## src/rtl/spi_shift_engine_if.sv

```systemverilog
// spi_shift_engine_if: the parallel side of the SPI shift engine.
//   load_valid/load_ready/data_in : transmit-word handshake (master -> engine)
//   data_out/data_out_valid       : last completed receive word
//   busy/done                     : transfer status; done is a one-cycle pulse
// The master modport belongs to the word producer/consumer.
// The slave modport belongs to the engine.
interface spi_shift_engine_if #(
  parameter int WIDTH = 8
);
  logic             load_valid;
  logic             load_ready;
  logic [WIDTH-1:0] data_in;
  logic [WIDTH-1:0] data_out;
  logic             data_out_valid;
  logic             busy;
  logic             done;

  modport master (
    output load_valid, data_in,
    input  load_ready, data_out, data_out_valid, busy, done
  );

  modport slave (
    input  load_valid, data_in,
    output load_ready, data_out, data_out_valid, busy, done
  );
endinterface

```

## src/rtl/spi_shift_engine.sv

```systemverilog
// spi_shift_engine: full-duplex SPI shift register for the LCD controller.
// A word accepted on the bus handshake is serialised on s_out. Bit timing
// comes from the external strobes: shift_en advances the transmit bit and
// sample_en captures shift_in into the receive word. The transfer completes
// on the WIDTH-th shift_en. At that point the receive word is published on
// bus.data_out and done pulses for one cycle.
//   clk, rst_n : clock and asynchronous active-low reset
//   bus        : handshake, receive word and status (slave modport)
//   shift_en   : advance transmit bit (one-cycle strobe)
//   sample_en  : capture shift_in (one-cycle strobe)
//   shift_in   : serial receive data (MISO, already synchronised)
//   abort      : drop the current transfer without done
//   s_out      : serial transmit data (MOSI)
module spi_shift_engine #(
  parameter int WIDTH     = 8,
  parameter bit LSB_FIRST = 1'b0,
  parameter bit IDLE_OUT  = 1'b0
) (
  input  logic                clk,
  input  logic                rst_n,
  spi_shift_engine_if.slave   bus,
  input  logic                shift_en,
  input  logic                sample_en,
  input  logic                shift_in,
  input  logic                abort,
  output logic                s_out
);
  localparam int CW = $clog2(WIDTH + 1);

  typedef enum logic {IDLE, ACTIVE} state_t;

  state_t           state_reg;
  logic [WIDTH-1:0] tx_reg;
  logic [WIDTH-1:0] rx_reg;
  logic [WIDTH-1:0] rx_next;
  logic [WIDTH-1:0] tx_shifted;
  logic [WIDTH-1:0] data_out_reg;
  logic [CW-1:0]    count_reg;
  logic             done_reg;
  logic             data_out_valid_reg;
  logic             tx_bit;

  // The bit order only decides which end of the shift registers is active.
  generate
    if (LSB_FIRST) begin : g_lsb
      assign tx_shifted = {1'b0, tx_reg[WIDTH-1:1]};
      assign tx_bit     = tx_reg[0];
    end else begin : g_msb
      assign tx_shifted = {tx_reg[WIDTH-2:0], 1'b0};
      assign tx_bit     = tx_reg[WIDTH-1];
    end
  endgenerate

  // rx_next includes a same-cycle sample. The completing edge can therefore
  // publish the final bit even when it coincides with the last shift.
  always_comb begin
    rx_next = rx_reg;
    if (sample_en) begin
      if (LSB_FIRST) rx_next = {shift_in, rx_reg[WIDTH-1:1]};
      else           rx_next = {rx_reg[WIDTH-2:0], shift_in};
    end
  end

  always_ff @(posedge clk or negedge rst_n) begin
    if (!rst_n) begin
      state_reg          <= IDLE;
      tx_reg             <= '0;
      rx_reg             <= '0;
      data_out_reg       <= '0;
      count_reg          <= '0;
      done_reg           <= 1'b0;
      data_out_valid_reg <= 1'b0;
    end else begin
      done_reg <= 1'b0;
      case (state_reg)
        IDLE: begin
          if (bus.load_valid) begin
            tx_reg             <= bus.data_in;
            rx_reg             <= '0;
            count_reg          <= '0;
            data_out_valid_reg <= 1'b0;
            state_reg          <= ACTIVE;
          end
        end
        ACTIVE: begin
          if (abort) begin
            state_reg <= IDLE;
          end else begin
            rx_reg <= rx_next;
            if (shift_en) begin
              tx_reg    <= tx_shifted;
              count_reg <= count_reg + 1'b1;
              if (count_reg == CW'(WIDTH - 1)) begin
                state_reg          <= IDLE;
                data_out_reg       <= rx_next;
                data_out_valid_reg <= 1'b1;
                done_reg           <= 1'b1;
              end
            end
          end
        end
        default: state_reg <= IDLE;
      endcase
    end
  end

  // In the done cycle the state is already IDLE. A back-to-back load is
  // therefore accepted with no dead cycle.
  assign bus.load_ready     = (state_reg == IDLE);
  assign bus.busy           = (state_reg == ACTIVE);
  assign bus.done           = done_reg;
  assign bus.data_out       = data_out_reg;
  assign bus.data_out_valid = data_out_valid_reg;
  assign s_out              = (state_reg == ACTIVE) ? tx_bit : IDLE_OUT;
endmodule

```

## src/flat_wrapper.sv

```systemverilog
// flat-port wrapper written by rule: the top's interface ports become plain ports
module spi_shift_engine_flat 
#(
  parameter int WIDTH     = 8,
  parameter bit LSB_FIRST = 1'b0,
  parameter bit IDLE_OUT  = 1'b0
)
  (clk, rst_n, shift_en, sample_en, shift_in, abort, s_out, bus_load_valid, bus_data_in, bus_load_ready, bus_data_out, bus_data_out_valid, bus_busy, bus_done);
  spi_shift_engine_if #(.WIDTH(WIDTH)) bus_i ();
  input  logic clk;
  input  logic rst_n;
  input  logic shift_en;
  input  logic sample_en;
  input  logic shift_in;
  input  logic abort;
  output logic s_out;
  input wire logic [$bits(bus_i.load_valid)-1:0] bus_load_valid;
  input wire logic [$bits(bus_i.data_in)-1:0] bus_data_in;
  output wire logic [$bits(bus_i.load_ready)-1:0] bus_load_ready;
  output wire logic [$bits(bus_i.data_out)-1:0] bus_data_out;
  output wire logic [$bits(bus_i.data_out_valid)-1:0] bus_data_out_valid;
  output wire logic [$bits(bus_i.busy)-1:0] bus_busy;
  output wire logic [$bits(bus_i.done)-1:0] bus_done;
  assign bus_i.load_valid = bus_load_valid;
  assign bus_i.data_in = bus_data_in;
  assign bus_load_ready = bus_i.load_ready;
  assign bus_data_out = bus_i.data_out;
  assign bus_data_out_valid = bus_i.data_out_valid;
  assign bus_busy = bus_i.busy;
  assign bus_done = bus_i.done;
  spi_shift_engine #(.WIDTH(WIDTH), .LSB_FIRST(LSB_FIRST), .IDLE_OUT(IDLE_OUT)) u_core (.clk(clk), .rst_n(rst_n), .bus(bus_i), .shift_en(shift_en), .sample_en(sample_en), .shift_in(shift_in), .abort(abort), .s_out(s_out));
endmodule
```

## config.mk

```make
export PLATFORM = sky130hd
export DESIGN_NAME = spi_shift_engine_flat
export DESIGN_NICKNAME = d
export VERILOG_FILES = /design/src/rtl/spi_shift_engine_if.sv /design/src/rtl/spi_shift_engine.sv /design/src/flat_wrapper.sv
export SDC_FILE = /design/constraint.sdc
export NUM_CORES = 1
export LEC_CHECK = 0
export CAP_MARGIN = 25
export CORE_MARGIN = 2
export CORE_UTILIZATION = 47
export DETAILED_ROUTE_END_ITERATION = 6
export PLACE_DENSITY = 0.8
export SLEW_MARGIN = 20
export SYNTH_ARGS = -nofsm -noshare
export SYNTH_HDL_FRONTEND = slang
export SYNTH_SLANG_ARGS = --single-unit
```

## constraint.sdc

```tcl
create_clock -name clk -period 1.4 [get_ports clk]
set_input_delay 0.14 -clock clk [delete_from_list [all_inputs] [get_ports clk]]
set_output_delay 0.14 -clock clk [all_outputs]
set_load 0.01 [all_outputs]
```

==> After elaboration in Yosys (flattened, before gate mapping) <==
Cells that the tools add are included.
{ "classes": {"addsub": 1, "multipliers": 0, "n_div": 0, "magnitude_cmp": 0, "eq_ne": 5, "shift": 0, "n_mux": 27, "bitwise_logic": 2, "n_reduce_logical": 4} }
{ "ops": {"columns": ["op", "count"], "rows": [
  ["8-bit two-way mux", 6],
  ["8-bit one-hot mux with 2 select lines", 2],
  ["1-bit two-way mux", 13],
  ["4-bit two-way mux", 3],
  ["2-bit != test (second input constant)", 4],
  ["4-bit one-hot mux with 2 select lines", 1],
  ["4-bit AND reduction", 2],
  ["4-bit by 1-bit adder with 4-bit output (second input constant)", 1],
  ["4-bit by 3-bit == test with 1-bit output (second input constant)", 1],
  ["1-bit one-hot mux with 2 select lines", 2],
  ["3-bit AND reduction", 1],
  ["1-bit inverter", 2],
  ["2-bit AND reduction", 1]
]} }
{ "word_totals": {"reg_bits": 31, "latchBits": 0, "ramBits": 0, "romBits": 0, "in_bits": 15, "word_cells": 46, "memories": 0} }

==> Logic depth before layout (Yosys ltp) <==
{ "logic_depth": {"word_depth": 5, "mapped_depth": 5, "mapped_depth_nobuf": 4} }

==> Least setup slack after synthesis <==
OpenSTA, ideal clock, no wires.
{ "synth_timing": {"path_type": "register -> register", "startpoint": "register u_core.count_reg[0]", "endpoint": "register u_core.data_out_reg[0] (netlist: u_core.bus.data_out[0])", "arrival_time_ns": 1.369, "t_required_ns": 1.275, "slack_ns": -0.094, "stages_incl_launch_ff": 6, "synth_period_minus_slack_ns": 1.494, "cell_sequence": "dfrtp_1 ha_1 and3b_1 and3_4 buf_6 mux2_4"} }
{ "synth_via": {"elab_chain_cells": 2} }
{ "synth_rtl": {"columns": ["element", "line", "text"], "rows": [
  ["start, declared", "spi_shift_engine.sv:38", "logic [CW-1:0] count_reg;"],
  ["start signal, assigned", "spi_shift_engine.sv:92", "count_reg <= count_reg + 1'b1;"],
  ["4-bit by 3-bit == test with 1-bit output", "spi_shift_engine.sv:93", "if (count_reg == CW'(WIDTH - 1)) begin"],
  ["4-bit AND reduction (no line)", null, null],
  ["end signal, assigned", "spi_shift_engine.sv:95", "data_out_reg <= rx_next;"],
  ["end, declared", "spi_shift_engine.sv:37", "logic [WIDTH-1:0] data_out_reg;"]
]} }
Every way passes these cells.
A chain may end at the register's enable or synchronous reset.

==> Final worst setup path <==
{ "layout_timing": {"startpoint": "register u_core.count_reg[0]", "endpoint": "register u_core.data_out_reg[6] (netlist: u_core.bus.data_out[6])"} }
Same word-level chain as after synthesis.

==> impl_metrics.env <==
export IMPL_whs_ns=0.183
export IMPL_synthSimpleGateAreaFrac_pct=9.48
export IMPL_syn_instance_count=128
export IMPL_r2r_start="u_core.count_reg[0]"
export IMPL_h_tree_depth=2
export IMPL_post_route_util_pct=65.4
export IMPL_initial_core_util_pct=48.6
export IMPL_core_area_mm2=0.00334
export IMPL_path_buf_inv=0
export IMPL_synth_top_family_by_area="multiplexers"
export IMPL_final_common_cell="dfrtp_1"
export IMPL_synth_seq_cells=31
export IMPL_final_area_mm2=0.00218
export IMPL_rows=21
export IMPL_cpPeakStageDelay_ns=0.38
export IMPL_dpl_hpwl_um=2210
export IMPL_hold_class="input pin to async pin"
export IMPL_overflow=0
export IMPL_final_nets=194
export IMPL_antenna_left=0
export IMPL_clkLatencyLatePin_ns=0.34
export IMPL_portBuffers=27
export IMPL_placed_cells=209
export IMPL_cts_sinks=31
export IMPL_regToRegSetupSlack_ns=-0.05
export IMPL_grt_pass1_wl_um=5750
export IMPL_rsz0062_at_grt="yes"
export IMPL_vias=1160
export IMPL_critPathKind="register to register"
export IMPL_syn_area_mm2=0.00162
export IMPL_critPathArrivalTime_ns=1.66
export IMPL_crit_slowest_cell="dfrtp_1"
export IMPL_crit_required_ns=1.61
export IMPL_r2r_end="u_core.bus.data_out[6]"
export IMPL_grt_max_degree=32
export IMPL_r2r_cells=4
export IMPL_path_delay_family="simple AND/OR/NAND/NOR gates"
export IMPL_dieArea_mm2=0.00394
export IMPL_clock_path_buffers=2
export IMPL_post_route_min_period_ns=1.45
export IMPL_grt_use_met2_pct=31.0
export IMPL_die_h_um=62.8
export IMPL_busiest_layer="met2"
export IMPL_synth_main_ff_cell="dfrtp_1"
export IMPL_wl_um=3310
export IMPL_gp_congestion=0.794
export IMPL_synthMuxAreaShare_pct=29.8
export IMPL_fmax_mhz=689
export IMPL_max_slew_worst_pin_slew_ns=0.391
export IMPL_via_per_inst=5.18
export IMPL_grt_total_usage_pct=19.0
export IMPL_synth_cell_types=29
export IMPL_antenna_found_initial=0
export IMPL_instances_no_fill=224
export IMPL_synth_compound_area_share_pct=6.17
export IMPL_max_cap_violations=0
export IMPL_yosys_area_share_adder_pct=0.771
export IMPL_drt_initial_drc_count=41
export IMPL_wl_per_cell_um=14.8
export IMPL_cp_cell_sequence="ha_2 > and3b_1 > and3_4 > mux2_4"
export IMPL_antenna_cells=0
export IMPL_maxSlewViolCount=0
export IMPL_hold_viol=0
export IMPL_ir_drop_uv=664
export IMPL_cts_tree="built"
export IMPL_violations="negative setup slack"
export IMPL_synth_edff_count=0
export IMPL_worstSetupEndpointType="register"
export IMPL_worst_slack_ns=-0.0522
export IMPL_drc=0
export IMPL_cts_hold_buffers=0
export IMPL_syn_to_final_growth_pct=34.5
export IMPL_preCtsSetupSlack_ns=-0.249
export IMPL_cts_buffers=5
export IMPL_power_total_mw=2.30
export IMPL_synth_seq_area_share_pct=47.8
export IMPL_first_pass_iters=4
export IMPL_async_flop_share_pct=100
export IMPL_critPathMaxFanout=5
export IMPL_dpl_cell_area_mm2=0.00203
export IMPL_ys_warn_count=0
export IMPL_grt_pass1_vias=1233
export IMPL_syn_num_nets=144
export IMPL_timing_slew_headroom_pct=73.9
export IMPL_finClkSkew_ns=0.0175
export IMPL_layout_common_cells="dfrtp_1, buf_4, mux2_2, mux2_4"
export IMPL_worst_path_stages=4
export IMPL_p_leak_nw=1.16
export IMPL_ios=28
export IMPL_setup_viol=16
export IMPL_p_per_area_mw_per_mm2=1060
export IMPL_synth_xor_area_share_pct=1.08
export IMPL_clk_pin_slew_ns=0.10
export IMPL_fin_setup_tns_ns=-0.550
export IMPL_die_x_um=62.8
export IMPL_crit_path_end="u_core.bus.data_out[6]"
export IMPL_cts_root_buf="clkbuf_4"
export IMPL_post_route_period_util_pct=104
export IMPL_start_kind="register"
export IMPL_grtUsageMet1_pct=22.6
export IMPL_met3_usage_pct=7.39
export IMPL_drive_above_1_share_pct=38.8
export IMPL_status="finished, violations left"
export IMPL_startpoint="u_core.count_reg[0]"
export IMPL_avgSynthCellArea_um2=12.7
cells by family (layout without fill, tap and decap cells):
family | after synthesis | count (layout)
compound gates | 16 | 16
xor+xnor | 2 | 2
fa+ha+maj | 1 | 1
buf+inv | 11 | 60
flops | 31 | 31
mux | 39 | 39
simple gates | 28 | 29
report_power, final:
| part | internal [mW] | total (mW) | switching (mW) |
|---|---|---|---|
| registers | 1.03 | 1.10 | 0.0786 |
| logic | 0.422 | 0.665 | 0.243 |
| clock network | 0.232 | 0.533 | 0.301 |
repair_timing:
item	CTS	global route
cloned	1	0
endpoints found under the setup margin	29	33
buffers inserted	6	1
pin swaps	1	1
gates resized for setup	13	13
synthesized netlist by cell type (2+ instances only):
master | n | area (um2)
dfrtp_1 | 31 | 776
mux2_2 | 15 | 169
mux2_4 | 15 | 225
nand2_1 | 14 | 52.6
o22ai_1 | 10 | 62.6
mux2i_1 | 9 | 90.1
buf_6 | 4 | 45.0
nor2b_1 | 4 | 25.0
o21ai_0 | 3 | 15.0
buf_4 | 2 | 15.0
clkbuf_1 | 2 | 7.51
inv_1 | 2 | 7.51
worst register-to-register path: stages, from the launching register on:
cell     delay [ns]
dfrtp_1        0.38
ha_2           0.19
and3b_1        0.19
and3_4         0.26
mux2_4         0.31
layout make-up:
type                    count  area (um2)
multi-input cells          87         786
inverters                   2        7.51
fillers                   277        1150
flip-flops and latches     31         777
repair buffers             51         498
clock buffers               6        51.3
well taps                  46        57.6
clock inverters             1        5.00
layer usage:
metal,wire length (um),up-vias
met1,1430,566
met4,55,0
met2,1670,31
li1,-,556
met5,0,-
met3,152,7
how the worst min path moves through the flow:
stage | from | slack [ns] | cells past startpoint | endpoint
after CTS | rst_n | 0.19 | 2 | u_core.bus.data_out_valid
after floorplan | rst_n | -0.16 | 0 | u_core.bus.busy
final | rst_n | 0.18 | 2 | u_core.bus.data_out_valid
after global routing | rst_n | 0.21 | 2 | u_core.bus.data_out_valid
after global placement | u_core.bus.data_out_valid | 0.49 | 1 | u_core.bus.data_out_valid
after detailed placement | u_core.tx_reg[7] | 0.49 | 1 | u_core.tx_reg[7]
No activity file was read; power rests on OpenSTA's default activity.
